### src/rtl/csr_trap_unit.sv
// Machine-mode CSR file with trap entry/return sequencing for a single-hart core.
// Optional 64-bit mcycle/minstret counters are built when CSR_COUNTERS_EN is defined.
module csr_trap_unit #(
  parameter int XLEN    = 32,
  parameter int NUM_IRQ = 8
) (
  input  logic               clk,
  input  logic               reset,
  input  logic               csr_en,
  input  logic [2:0]         func3,
  input  logic [11:0]        offset,
  input  logic [4:0]         rs1_idx,
  input  logic [XLEN-1:0]    rs1_val,
  output logic [XLEN-1:0]    csr_out,
  output logic               csr_illegal,
  input  logic               ext_irq,
  input  logic               tmr_irq,
  input  logic               sw_irq,
  input  logic [NUM_IRQ-1:0] local_irq,
  input  logic               exc_valid,
  input  logic [4:0]         exc_code,
  input  logic               ret_action,
  input  logic [XLEN-1:0]    current_pc,
  input  logic               instr_retire,
  output logic               trap_req,
  input  logic               trap_ack,
  output logic               redirect,
  output logic [XLEN-1:0]    redirect_pc,
  output logic               MIE
);

  if (XLEN != 32) begin : g_xlen_check
    $error("csr_trap_unit supports only XLEN == 32");
  end
  if (NUM_IRQ < 1 || NUM_IRQ > 16) begin : g_irq_check
    $error("csr_trap_unit supports NUM_IRQ in 1..16");
  end

  localparam logic [11:0] AddrMstatus  = 12'h300;
  localparam logic [11:0] AddrMie      = 12'h304;
  localparam logic [11:0] AddrMtvec    = 12'h305;
  localparam logic [11:0] AddrMscratch = 12'h340;
  localparam logic [11:0] AddrMepc     = 12'h341;
  localparam logic [11:0] AddrMcause   = 12'h342;
  localparam logic [11:0] AddrMip      = 12'h344;
  localparam logic [11:0] AddrMcycle   = 12'hB00;
  localparam logic [11:0] AddrMinstret = 12'hB02;
  localparam logic [11:0] AddrMcycleh  = 12'hB80;
  localparam logic [11:0] AddrMinstreth = 12'hB82;

  localparam logic [15:0]     LocalMask = 16'((17'd1 << NUM_IRQ) - 17'd1);
  localparam logic [XLEN-1:0] MieMask   = XLEN'({LocalMask, 16'h0888});

  logic            mstatus_mie, mstatus_mpie;
  logic [XLEN-1:0] mie_q, mtvec_q, mepc_q, mscratch_q, mcause_q;
  logic [XLEN-1:0] mip, pending, rdata, src, new_val, base;
  logic            hit, wr_req, illegal_raw, csr_we, irq_any, is_irq, trap_fire;
  logic [4:0]      code;

`ifdef CSR_COUNTERS_EN
  logic [63:0] mcycle_q, minstret_q;
`else
  logic unused_retire;
  assign unused_retire = instr_retire;
`endif

  always_comb begin
    mip = '0;
    mip[11] = ext_irq;
    mip[7]  = tmr_irq;
    mip[3]  = sw_irq;
    mip[16 +: NUM_IRQ] = local_irq;
  end

  assign pending = mip & mie_q;
  assign irq_any = mstatus_mie && (|pending);

  always_comb begin
    rdata = '0;
    hit   = 1'b1;
    unique case (offset)
      AddrMstatus: begin
        rdata[3] = mstatus_mie;
        rdata[7] = mstatus_mpie;
      end
      AddrMie:      rdata = mie_q;
      AddrMtvec:    rdata = mtvec_q;
      AddrMscratch: rdata = mscratch_q;
      AddrMepc:     rdata = mepc_q;
      AddrMcause:   rdata = mcause_q;
      AddrMip:      rdata = mip;
`ifdef CSR_COUNTERS_EN
      AddrMcycle:    rdata = mcycle_q[31:0];
      AddrMcycleh:   rdata = mcycle_q[63:32];
      AddrMinstret:  rdata = minstret_q[31:0];
      AddrMinstreth: rdata = minstret_q[63:32];
`else
      AddrMcycle, AddrMcycleh, AddrMinstret, AddrMinstreth: rdata = '0;
`endif
      default:      hit = 1'b0;
    endcase
  end

  assign csr_out = rdata;
  assign src     = func3[2] ? {{(XLEN-5){1'b0}}, rs1_idx} : rs1_val;
  assign wr_req  = (func3[1:0] == 2'b01) || (rs1_idx != 5'd0);

  always_comb begin
    unique case (func3[1:0])
      2'b10:   new_val = rdata | src;
      2'b11:   new_val = rdata & ~src;
      default: new_val = src;
    endcase
  end

  assign illegal_raw = csr_en && ((func3[1:0] == 2'b00) || !hit ||
                                  (offset == AddrMip && wr_req));
  assign csr_illegal = !reset && illegal_raw;

  // Exception first, then ext > sw > tmr > local with the lowest local index winning.
  always_comb begin
    is_irq = 1'b1;
    code   = 5'd0;
    if (exc_valid) begin
      is_irq = 1'b0;
      code   = exc_code;
    end else if (pending[11]) begin
      code = 5'd11;
    end else if (pending[3]) begin
      code = 5'd3;
    end else if (pending[7]) begin
      code = 5'd7;
    end else begin
      for (int i = NUM_IRQ - 1; i >= 0; i--) begin
        if (pending[16 + i]) code = 5'(16 + i);
      end
    end
  end

  assign trap_req  = !reset && (exc_valid || irq_any);
  assign trap_fire = trap_ack && trap_req;
  assign csr_we    = csr_en && !illegal_raw && wr_req && !trap_fire && !ret_action;
  assign redirect  = !reset && (trap_fire || ret_action);
  assign base      = {mtvec_q[XLEN-1:2], 2'b00};

  always_comb begin
    if (trap_fire) begin
      redirect_pc = (mtvec_q[0] && is_irq) ? base + {{(XLEN-7){1'b0}}, code, 2'b00} : base;
    end else begin
      redirect_pc = mepc_q;
    end
  end

  assign MIE = mstatus_mie;

  always_ff @(posedge clk or posedge reset) begin
    if (reset) begin
      mstatus_mie  <= 1'b0;
      mstatus_mpie <= 1'b0;
      mie_q        <= '0;
      mtvec_q      <= '0;
      mepc_q       <= '0;
      mscratch_q   <= '0;
      mcause_q     <= '0;
    end else if (trap_fire) begin
      mepc_q       <= current_pc;
      mcause_q     <= {is_irq, {(XLEN-6){1'b0}}, code};
      mstatus_mpie <= mstatus_mie;
      mstatus_mie  <= 1'b0;
    end else if (ret_action) begin
      mstatus_mie  <= mstatus_mpie;
      mstatus_mpie <= 1'b1;
    end else if (csr_we) begin
      unique case (offset)
        AddrMstatus: begin
          mstatus_mie  <= new_val[3];
          mstatus_mpie <= new_val[7];
        end
        AddrMie:      mie_q      <= new_val & MieMask;
        AddrMtvec:    mtvec_q    <= {new_val[XLEN-1:2], 1'b0, new_val[0]};
        AddrMscratch: mscratch_q <= new_val;
        AddrMepc:     mepc_q     <= {new_val[XLEN-1:2], 2'b00};
        AddrMcause:   mcause_q   <= new_val;
        default: ;
      endcase
    end
  end

`ifdef CSR_COUNTERS_EN
  // A write to either half replaces that cycle's increment of the whole counter.
  always_ff @(posedge clk or posedge reset) begin
    if (reset) begin
      mcycle_q   <= '0;
      minstret_q <= '0;
    end else begin
      if (csr_we && offset == AddrMcycle) begin
        mcycle_q[31:0] <= new_val;
      end else if (csr_we && offset == AddrMcycleh) begin
        mcycle_q[63:32] <= new_val;
      end else begin
        mcycle_q <= mcycle_q + 64'd1;
      end
      if (csr_we && offset == AddrMinstret) begin
        minstret_q[31:0] <= new_val;
      end else if (csr_we && offset == AddrMinstreth) begin
        minstret_q[63:32] <= new_val;
      end else if (instr_retire) begin
        minstret_q <= minstret_q + 64'd1;
      end
    end
  end
`endif

endmodule

### config.mk
export PLATFORM = sky130hd
export DESIGN_NAME = csr_trap_unit
export DESIGN_NICKNAME = d
export VERILOG_FILES = /design/src/rtl/csr_trap_unit.sv
export SDC_FILE = /design/constraint.sdc
export NUM_CORES = 1
export LEC_CHECK = 0
export ABC_AREA = 1
export BUFFER_PORTS_ARGS = -buffer_cell sky130_fd_sc_hd__buf_2
export CORE_UTILIZATION = 52
export CTS_CLUSTER_SIZE = 40
export DETAILED_ROUTE_END_ITERATION = 12
export PLACE_DENSITY = 0.77
export SYNTH_ARGS = -nofsm -noshare
export SYNTH_HDL_FRONTEND = slang
export SYNTH_SLANG_ARGS = --single-unit
export TNS_END_PERCENT = 30
### constraint.sdc
create_clock -name clk -period 4.5 [get_ports clk]
set_input_delay 0 -clock clk [delete_from_list [all_inputs] [get_ports clk]]
set_output_delay 0 -clock clk [all_outputs]
set_load 0.02 [all_outputs]
Word-level counts from Yosys, hierarchy flattened
Index checks and enable logic that the tools add are counted.
- bitwise operators: 6
- eq/ne operators: 15
- multiplexer cells: 39
- add/sub/neg operators: 1
- reduce and logical (&&, ||, !) cells: 37
- operators with widths (kind ; number):
    $mux 32 ; 11
    $pmux 24 s6 ; 1
    $eq 12x10->1 const B ; 7
    $pmux 32 s2 ; 1
    $mux 5 ; 12
    $eq 12x12->1 const B ; 4
    $add 32x7->32 ; 1
    $and 32x32->32 ; 1
    $not 32->32 ; 1
    $or 32x32->32 ; 1
    $reduce_or 32->1 ; 1
    $and 24x24->24 ; 1
    $pmux 3 s4 ; 2
    $pmux 1 s7 ; 2
    $logic_and 1x1->1 ; 12
    $reduce_and 4->1 ; 3
    $reduce_or 11->1 ; 1
    $mux 1 ; 10
    $reduce_and 3->1 ; 2
    $reduce_bool 2->1 ; 3
    $reduce_bool 3->1 ; 2
    $logic_not 1->1 ; 5
    $logic_or 1x1->1 ; 5
    $reduce_bool 5->1 ; 1
    6 further kinds ; 8
- logic and storage cells: 105
- bits in registers: 140
- input bits: 107
- output and inout port bits: 68

Longest topological paths before layout
Gate-level depths: netlist of the first run.
- depth in word-level cells: 16
- depth in mapped cells: 21
- mapped depth without buffers: 21

Least setup slack after synthesis of the first run
No wires, ideal clock.
- path kind: input to output
- start point: input port reset
- end point: output port redirect_pc[3]
- data required time: 4.500 ns
- cell stages on the path: 6
- setup slack: 0.053 ns
- arrival: 4.447 ns
- buffers on the path: 3
- cells stage by stage: inv_1 > nand3_1 > buf_2 > buf_2 > buf_2 > o21ai_0
- longest elaborated chain between the ends: 4
- RTL lines (element ; line ; RTL):
    from (decl) ; 8 ; input logic reset,
    $logic_not 1->1 (no line) ; - ;
    $logic_and 1x1->1 ; 140 ; assign trap_req = !reset && (exc_valid || irq_any);
    $logic_and 1x1->1 ; 141 ; assign trap_fire = trap_ack && trap_req;
    $mux 32 ; 147 ; if (trap_fire) begin
    to (decl) ; 28 ; output logic [XLEN-1:0] redirect_pc,
Every way passes these cells.

Worst setup path in the final report of the first run
- start point: register mie_q[22]
- end point: output port redirect_pc[16]
- longest elaborated chain between the ends: 15
- elaborated cells on any way between the ends: 20
- those cells by class: add/sub (1); mux (13); bitwise (1); reduce/logical (5)
- RTL lines (element ; line ; RTL):
    from (decl) ; 55 ; logic [XLEN-1:0] mie_q, mtvec_q, mepc_q, mscratch_q, mcause_q;
    from (signal assigned) ; 179 ; AddrMie: mie_q <= new_val & MieMask;
    $and 24x24->24 (*) ; 75 ; assign pending = mip & mie_q;
    $mux 5 (7 in series) ; 135 ; if (pending[16 + i]) code = 5'(16 + i);
    $mux 5 ; 131 ; end else if (pending[7]) begin
    $mux 5 ; 129 ; end else if (pending[3]) begin
    $mux 5 ; 127 ; end else if (pending[11]) begin
    $mux 5 ; 124 ; if (exc_valid) begin
    $add 32x7->32 ; 148 ; redirect_pc = (mtvec_q[0] && is_irq) ? base + {{(XLEN-7){1'b0}}, code, 2'b00} : base;
    $mux 32 ; 148 ;
    $mux 32 (*) ; 147 ;
Every way passes the cells marked *; elsewhere a longest branch is shown, timed or not.

==> results of run 1 <==
per-layer routing:
metal / part of all wire / up-vias / routed length, um
met5: 0 / - / 0
met4: 0.046 / 0 / 1920
met3: 0.12 / 150 / 5000
met2: 0.44 / 890 / 18100
met1: 0.40 / 5812 / 16400
li1: - / 5879 / -
cell families after synthesis:
group                    share of synthesized area
AND/OR/NAND/NOR                              0.435
buffers and inverters                       0.0988
AO/OA/AOI/OAI                                0.112
flip-flops                                   0.329
XOR/XNOR                                    0.0132
adder cells (fa/ha/maj)                    0.00777
multiplexers                               0.00424
area by class of cell:
type	instances	share of cell area
antenna	1	0.000200
clock buffer	17	0.0339
clock inverter	15	0.0160
inverter	158	0.0479
multi-input combinational	1348	0.487
sequential	140	0.279
tap	265	0.0264
timing repair buffer	230	0.110
worst max-delay path: cells and delay by family, from the launching register on:
family | cells | cell delay [ps]
fa+ha+maj | 2 | 550
simple gates | 10 | 1100
compound gates | 6 | 910
flops | 1 | 400
buf+inv | 4 | 560
flip-flops by register name, indices dropped and copies added, names as in the netlist:
signal,flops
mscratch_q,32
mtvec_q,31
mstatus_mpie,1
mcause_q,32
mie_q,11
MIE,1
mepc_q,32
final timing paths:
kind	from	to	slack [ps]
min in group asynchronous	reset	mepc_q[15]	220
setup reg to reg	mie_q[16]	mscratch_q[0]	1580
max in group asynchronous	reset	mepc_q[28]	2820
setup / recovery	mie_q[22]	redirect_pc[16]	540
hold / removal	rs1_val[29]	mtvec_q[29]	50
hold reg to reg	mie_q[17]	mie_q[17]	500
report_power, final:
part	total [W]	internal (W)	leakage [nW]	switching, W
Sequential	0.00137	0.00131	1.90	0.0000576
Clock	0.00153	0.000893	0.301	0.000642
Combinational	0.000499	0.000163	4.41	0.000336
stage by stage:
stage / setup WS, ps / hold slack (ps) / power [W] / instance area (sq um)
4_1_cts: 583 / 40.6 / 0.00340 / 12500
5_1_grt: 210 / 70.8 / 0.00351 / 12500
3_5_place_dp: 1060 / 174 / 0.00186 / 11600
6_report: 537 / 46.1 / 0.00340 / 12500
2_1_floorplan: 53.0 / 79.8 / 0.00166 / 10600
3_3_place_gp: 1040 / 163 / 0.00185 / 11600
synthesized netlist by cell type, drive strengths merged:
| cell | number | area [sq um] |
|---|---|---|
| nand2 | 688 | 2600 |
| nand3 | 213 | 1090 |
| nor2 | 187 | 748 |
| inv | 157 | 592 |
| dfrtp | 140 | 3500 |
| o21ai | 135 | 676 |
| buf | 52 | 320 |
| clkbuf | 36 | 135 |
| a21oi | 18 | 90.1 |
| nor3 | 15 | 80.1 |
| xor2 | 15 | 131 |
| a221oi | 12 | 105 |
| nand4 | 10 | 68.8 |
| o221ai | 10 | 87.6 |
| a22o | 8 | 70.1 |
| o211ai | 6 | 45.0 |
| ha | 5 | 62.6 |
| mux2 | 4 | 45.0 |
| a211oi | 3 | 22.5 |
| o2111ai | 3 | 26.3 |
| a21boi | 2 | 15.0 |
| a41oi | 2 | 17.5 |
| nand3b | 2 | 15.0 |
| o22ai | 2 | 12.5 |
| or2 | 2 | 12.5 |
| clkinv | 1 | 3.75 |
| fa | 1 | 20.0 |
| nor4 | 1 | 6.26 |
| o21a | 1 | 7.51 |
| o21bai | 1 | 7.51 |
| o31ai | 1 | 7.51 |
| xnor2 | 1 | 8.76 |
placed cells by master (no fill, tap or decap), types with 4 or more instances in the layout:
master / instances
mux2_2: 4
nand4_1: 9
nand2_2: 4
nor3_1: 14
inv_2: 11
inv_6: 5
nor2_1: 177
dfrtp_1: 140
dlygate4sd3_1: 32
clkbuf_16: 17
nand2_1: 683
o21ai_1: 30
inv_1: 144
buf_2: 173
o21ai_0: 105
o221ai_1: 10
ha_1: 5
xor2_1: 15
nand3_1: 208
buf_4: 25
a22o_1: 8
nor2_2: 6
o211ai_1: 6
a221oi_1: 12
a21oi_1: 18
==> results.md, run 1 <==
- Outcome: finished, final reports clean
- Most used cell along the critical path: nand2_1
- Final period util: 0.881
- Flops & latches, synth: 140
- Fill count: 1885
- Number of global-route vias before repair: 11849
- Htree depth: 4
- Met2 global-route usage: 0.605
- Fin cells: 2174
- Routed wire per std cell: 19.0 um
- HP Class: in2reg
- Pins Over Slew Limit: 0
- R2R cell count: 12
- CP Capture Type: primary output
- Critical path required time: 4500 ps
- CTS Buffer Depth: 2
- Post-Syn Nets: 1847
- Max FO, Critical Path: 6
- Total number of vias: 12731
- Leakage: 6.62 nW
- CTS tree: done
- Initial DRC Count: 1491
- Final core occ: 0.634
- Core area: 19800 sq um
- Setup bufs post-CTS: 0
- Clock sink count: 140
- Setup violators final: 0
- Port buffer count: 173
- Post-Place Cells: 2109
- Post-DRT Antenna Nets: 0
- Antenna violations before repair: 0
- Die Footprint: 21000 sq um
- Synthesized instance count: 1734
- RSZ-0062 raised after global routing: no
- Total GRT Usage: 0.397
- Hold depth: 7
- Top Usage Layer GRT: met2
- Slew margin rel.: 0.0900
- Netlist cell types: 47
- Slowest CP cell: dfrtp_1
- Minimum clock period: 3960 ps
- Nets: 2008
- Slew @ Worst Pin: 1350 ps
- Hold buffer count at CTS: 32
- Area occupied by multi-input gates: 6100 sq um
- Drt first pass iters: 6
- Initial Utilization: 0.538
- Pwr Density: 271 nW/um^2
- Vias per inst: 5.86
- Clk slew on worst S/H paths: 70 ps
- GP Congestion: 1.00
- GRT met1 Usage: 0.533
- Clk Latency, worst-skew pair: 440 ps
- First-pass GRT wire length: 64800 um
- Boundary pin count: 175
- Fin. Hold Viols: 0
- Met3 Track Usage GR: 0.0805
- P&R area growth vs syn: 17.9%
- Setup tns final: 0 ps
- Drt drc: 0
- Yosys warns: 0
- Largest net degree at the start of global routing: 74
- DIE WIDTH: 145 um
- Crit path DAT: 3960 ps
- Syn Area/Cell: 6.13 sq um
- CP startpoint kind: flop
- Post-Synthesis Cell Area: 10600 sq um
- Kind of critical path: reg2out
- Die height: 145 um
- CTS buffer count: 17
- Register area: 3500 sq um
- Grt ovf: 0
- Layout cells sized above 1: 0.142
- Seq/Total Area, Yosys: 0.329
- Skew final: 12.5 ps
- Delay of the slowest critical-path stage: 400 ps
- Worst vdd ir: 264 uV
- F_max: 252 MHz
- Post-cts sizing count: 0
- CP Cell Sequence: nand2_1 > nand3_1 > nand2_1 > a21boi_0 > o21ai_0 > nand2_1 > nand2_1 > nand2_1 > inv_1 > ha_1 > inv_1 > fa_1 > o21ai_0 > nand2_1 > nand2_1 > nand3_1 > inv_1 > nand2_1 > a21oi_1 > o21ai_0 > o21ai_0 > buf_2
- Row count: 51
- CTS Root Cell: clkbuf_16
- Final HPWL DP: 28200 um
- Max-Cap Viols: 0
- Routed wire length: 41400 um
Note: power is estimated with default switching activity, not from simulation.
==> inputs of run 2 (changes only) <==
--- a/config.mk
+++ b/config.mk
@@ -11,6 +11,7 @@
 export CTS_CLUSTER_SIZE = 40
 export DETAILED_ROUTE_END_ITERATION = 12
 export PLACE_DENSITY = 0.77
+export RECOVER_POWER = 100
 export SYNTH_ARGS = -nofsm -noshare
 export SYNTH_HDL_FRONTEND = slang
 export SYNTH_SLANG_ARGS = --single-unit
==> results.md, run 2 (same netlist as run 1, synthesis figures left out) <==
- Final worst slack: 343 ps
- RR Endpoint: mepc_q[4]
- Final period util: 0.924
- Pins Over Slew Limit: 103
- Worst vdd ir: 261 uV
- CTS Root Cell: clkbuf_16
- Final HPWL DP: 28200 um
- Fin cells: 2173
- Layout cells sized above 1: 0.104
- Grt ovf: 0
- Minimum clock period: 4160 ps
- Crit path DAT: 4160 ps
- Die height: 145 um
- Final core occ: 0.627
- Drt drc: 0
- RSZ-0062 raised after global routing: no
- # diodes: 0
- Clk Latency, worst-skew pair: 440 ps
- Vias per inst: 5.85
- Initial DRC Count: 1393
- Port buffer count: 173
- Nets: 2008
- Max FO, Critical Path: 28
- Post-Place Cells: 2109
- CTS Buffer Depth: 2
- F_max: 241 MHz
- Htree depth: 4
- Outcome: complete, but fails checks
- Clock sink count: 140
- First-pass GRT wire length: 64800 um
- Setup slack at placement: 1060 ps
- Critical path required time: 4500 ps
- CTS buffer count: 17
- CTS tree: done
- Setup violators final: 0
- Routed wire length: 41300 um
- Commonest non-fill, non-tap cell in the layout: nand2_1
- CP startpoint: offset[0]
- Core area: 19800 sq um
- Initial Utilization: 0.538
- Largest net degree at the start of global routing: 74
- Pwr Density: 274 nW/um^2
- R2R Path Start: mie_q[16]
- Skew final: 12.3 ps
- GP Congestion: 1.00
- FF-to-FF setup slack: 450 ps
- Routed wire per std cell: 19.0 um
- CP endpoint: csr_out[2]
- Die Footprint: 21000 sq um
- Number of global-route vias before repair: 11849
- Registers with the most flip-flops: mcause_q: 32 flops, mepc_q: 32 flops, mscratch_q: 32 flops
- Max-Cap Viols: 2
- Kind of critical path: in2out
- P&R area growth vs syn: 16.5%
- CP startpoint kind: input port
- Total GRT Usage: 0.397
- Drt first pass iters: 6
- Post-DRT Antenna Nets: 0
- Leakage: 6.38 nW
- Row count: 51
- Post-cts sizing count: 0
- Slew @ Worst Pin: 2020 ps
- Setup tns final: 0 ps
- Clk slew on worst S/H paths: 70 ps
- Most frequent cells in the layout: nand2_1, nand3_1, nor2_1, inv_1, dfrtp_1
- HP Class: in2reg
- Antenna violations before repair: 0
- Hold depth: 7
- Slew margin rel.: -0.352
- Total number of vias: 12721
- R2R cell count: 11
- Failing checks: capacitance limit, slew limit
- DIE WIDTH: 145 um
- Fin. Hold Viols: 0
- Boundary pin count: 175
- CP Capture Type: primary output
==> run 2: how the worst min path moves through the flow <==
stage | start | end | slack, ps
finish | rs1_val[29] | mtvec_q[29] | 40
global route | exc_code[3] | mcause_q[3] | 70
CTS | rs1_val[29] | mtvec_q[29] | 40
detailed placement | reset | mepc_q[15] | 170
global placement | reset | mepc_q[15] | 160
floorplan | reset | redirect | 80
==> run 2: layer usage <==
| layer | routed length (um) | GRT usage | vias up |
|---|---|---|---|
| li1 | - | - | 5873 |
| met1 | 16500 | 0.533 | 5825 |
| met2 | 17900 | 0.605 | 862 |
| met3 | 4850 | 0.0805 | 161 |
| met4 | 1980 | 0.202 | 0 |
| met5 | 0 | 0 | - |
==> run 2: timing repair <==
action                    CTS  global route
hold buffers               32             0
setup buffers               0             0
hold endpoints to repair   99             0
==> run 2: power breakdown <==
part,internal (W),switching (W)
registers,0.00131,0.0000573
clock network,0.000893,0.000642
logic,0.000149,0.000336
total,0.00235,0.00104
==> run 2: worst max-delay path, cell delays in order <==
cell      delay [ps]
clkbuf_1         100
inv_1             90
nand2_1           90
nor2_1           960
inv_1            150
nor2_1          1550
clkbuf_1         640
a221oi_1         160
o21ai_0          140
clkbuf_1         260
==> run 2: stage by stage <==
stage,hold slack [ps],cell area (sq um),total power [W]
floorplan,79.8,10600,0.00166
global placement,163,11600,0.00185
detailed placement,174,11600,0.00186
CTS,40.6,12500,0.00340
global route,70.8,12400,0.00350
finish,44.9,12400,0.00339
==> run 2: area by class of cell <==
class                      instances  area [sq um]
clock buffer                      17           425
clock inverter                    15           200
fill                            1930          7390
inverter                         158           598
multi-input combinational       1348          6060
sequential                       140          3500
tap                              265           332
timing repair buffer             230          1270
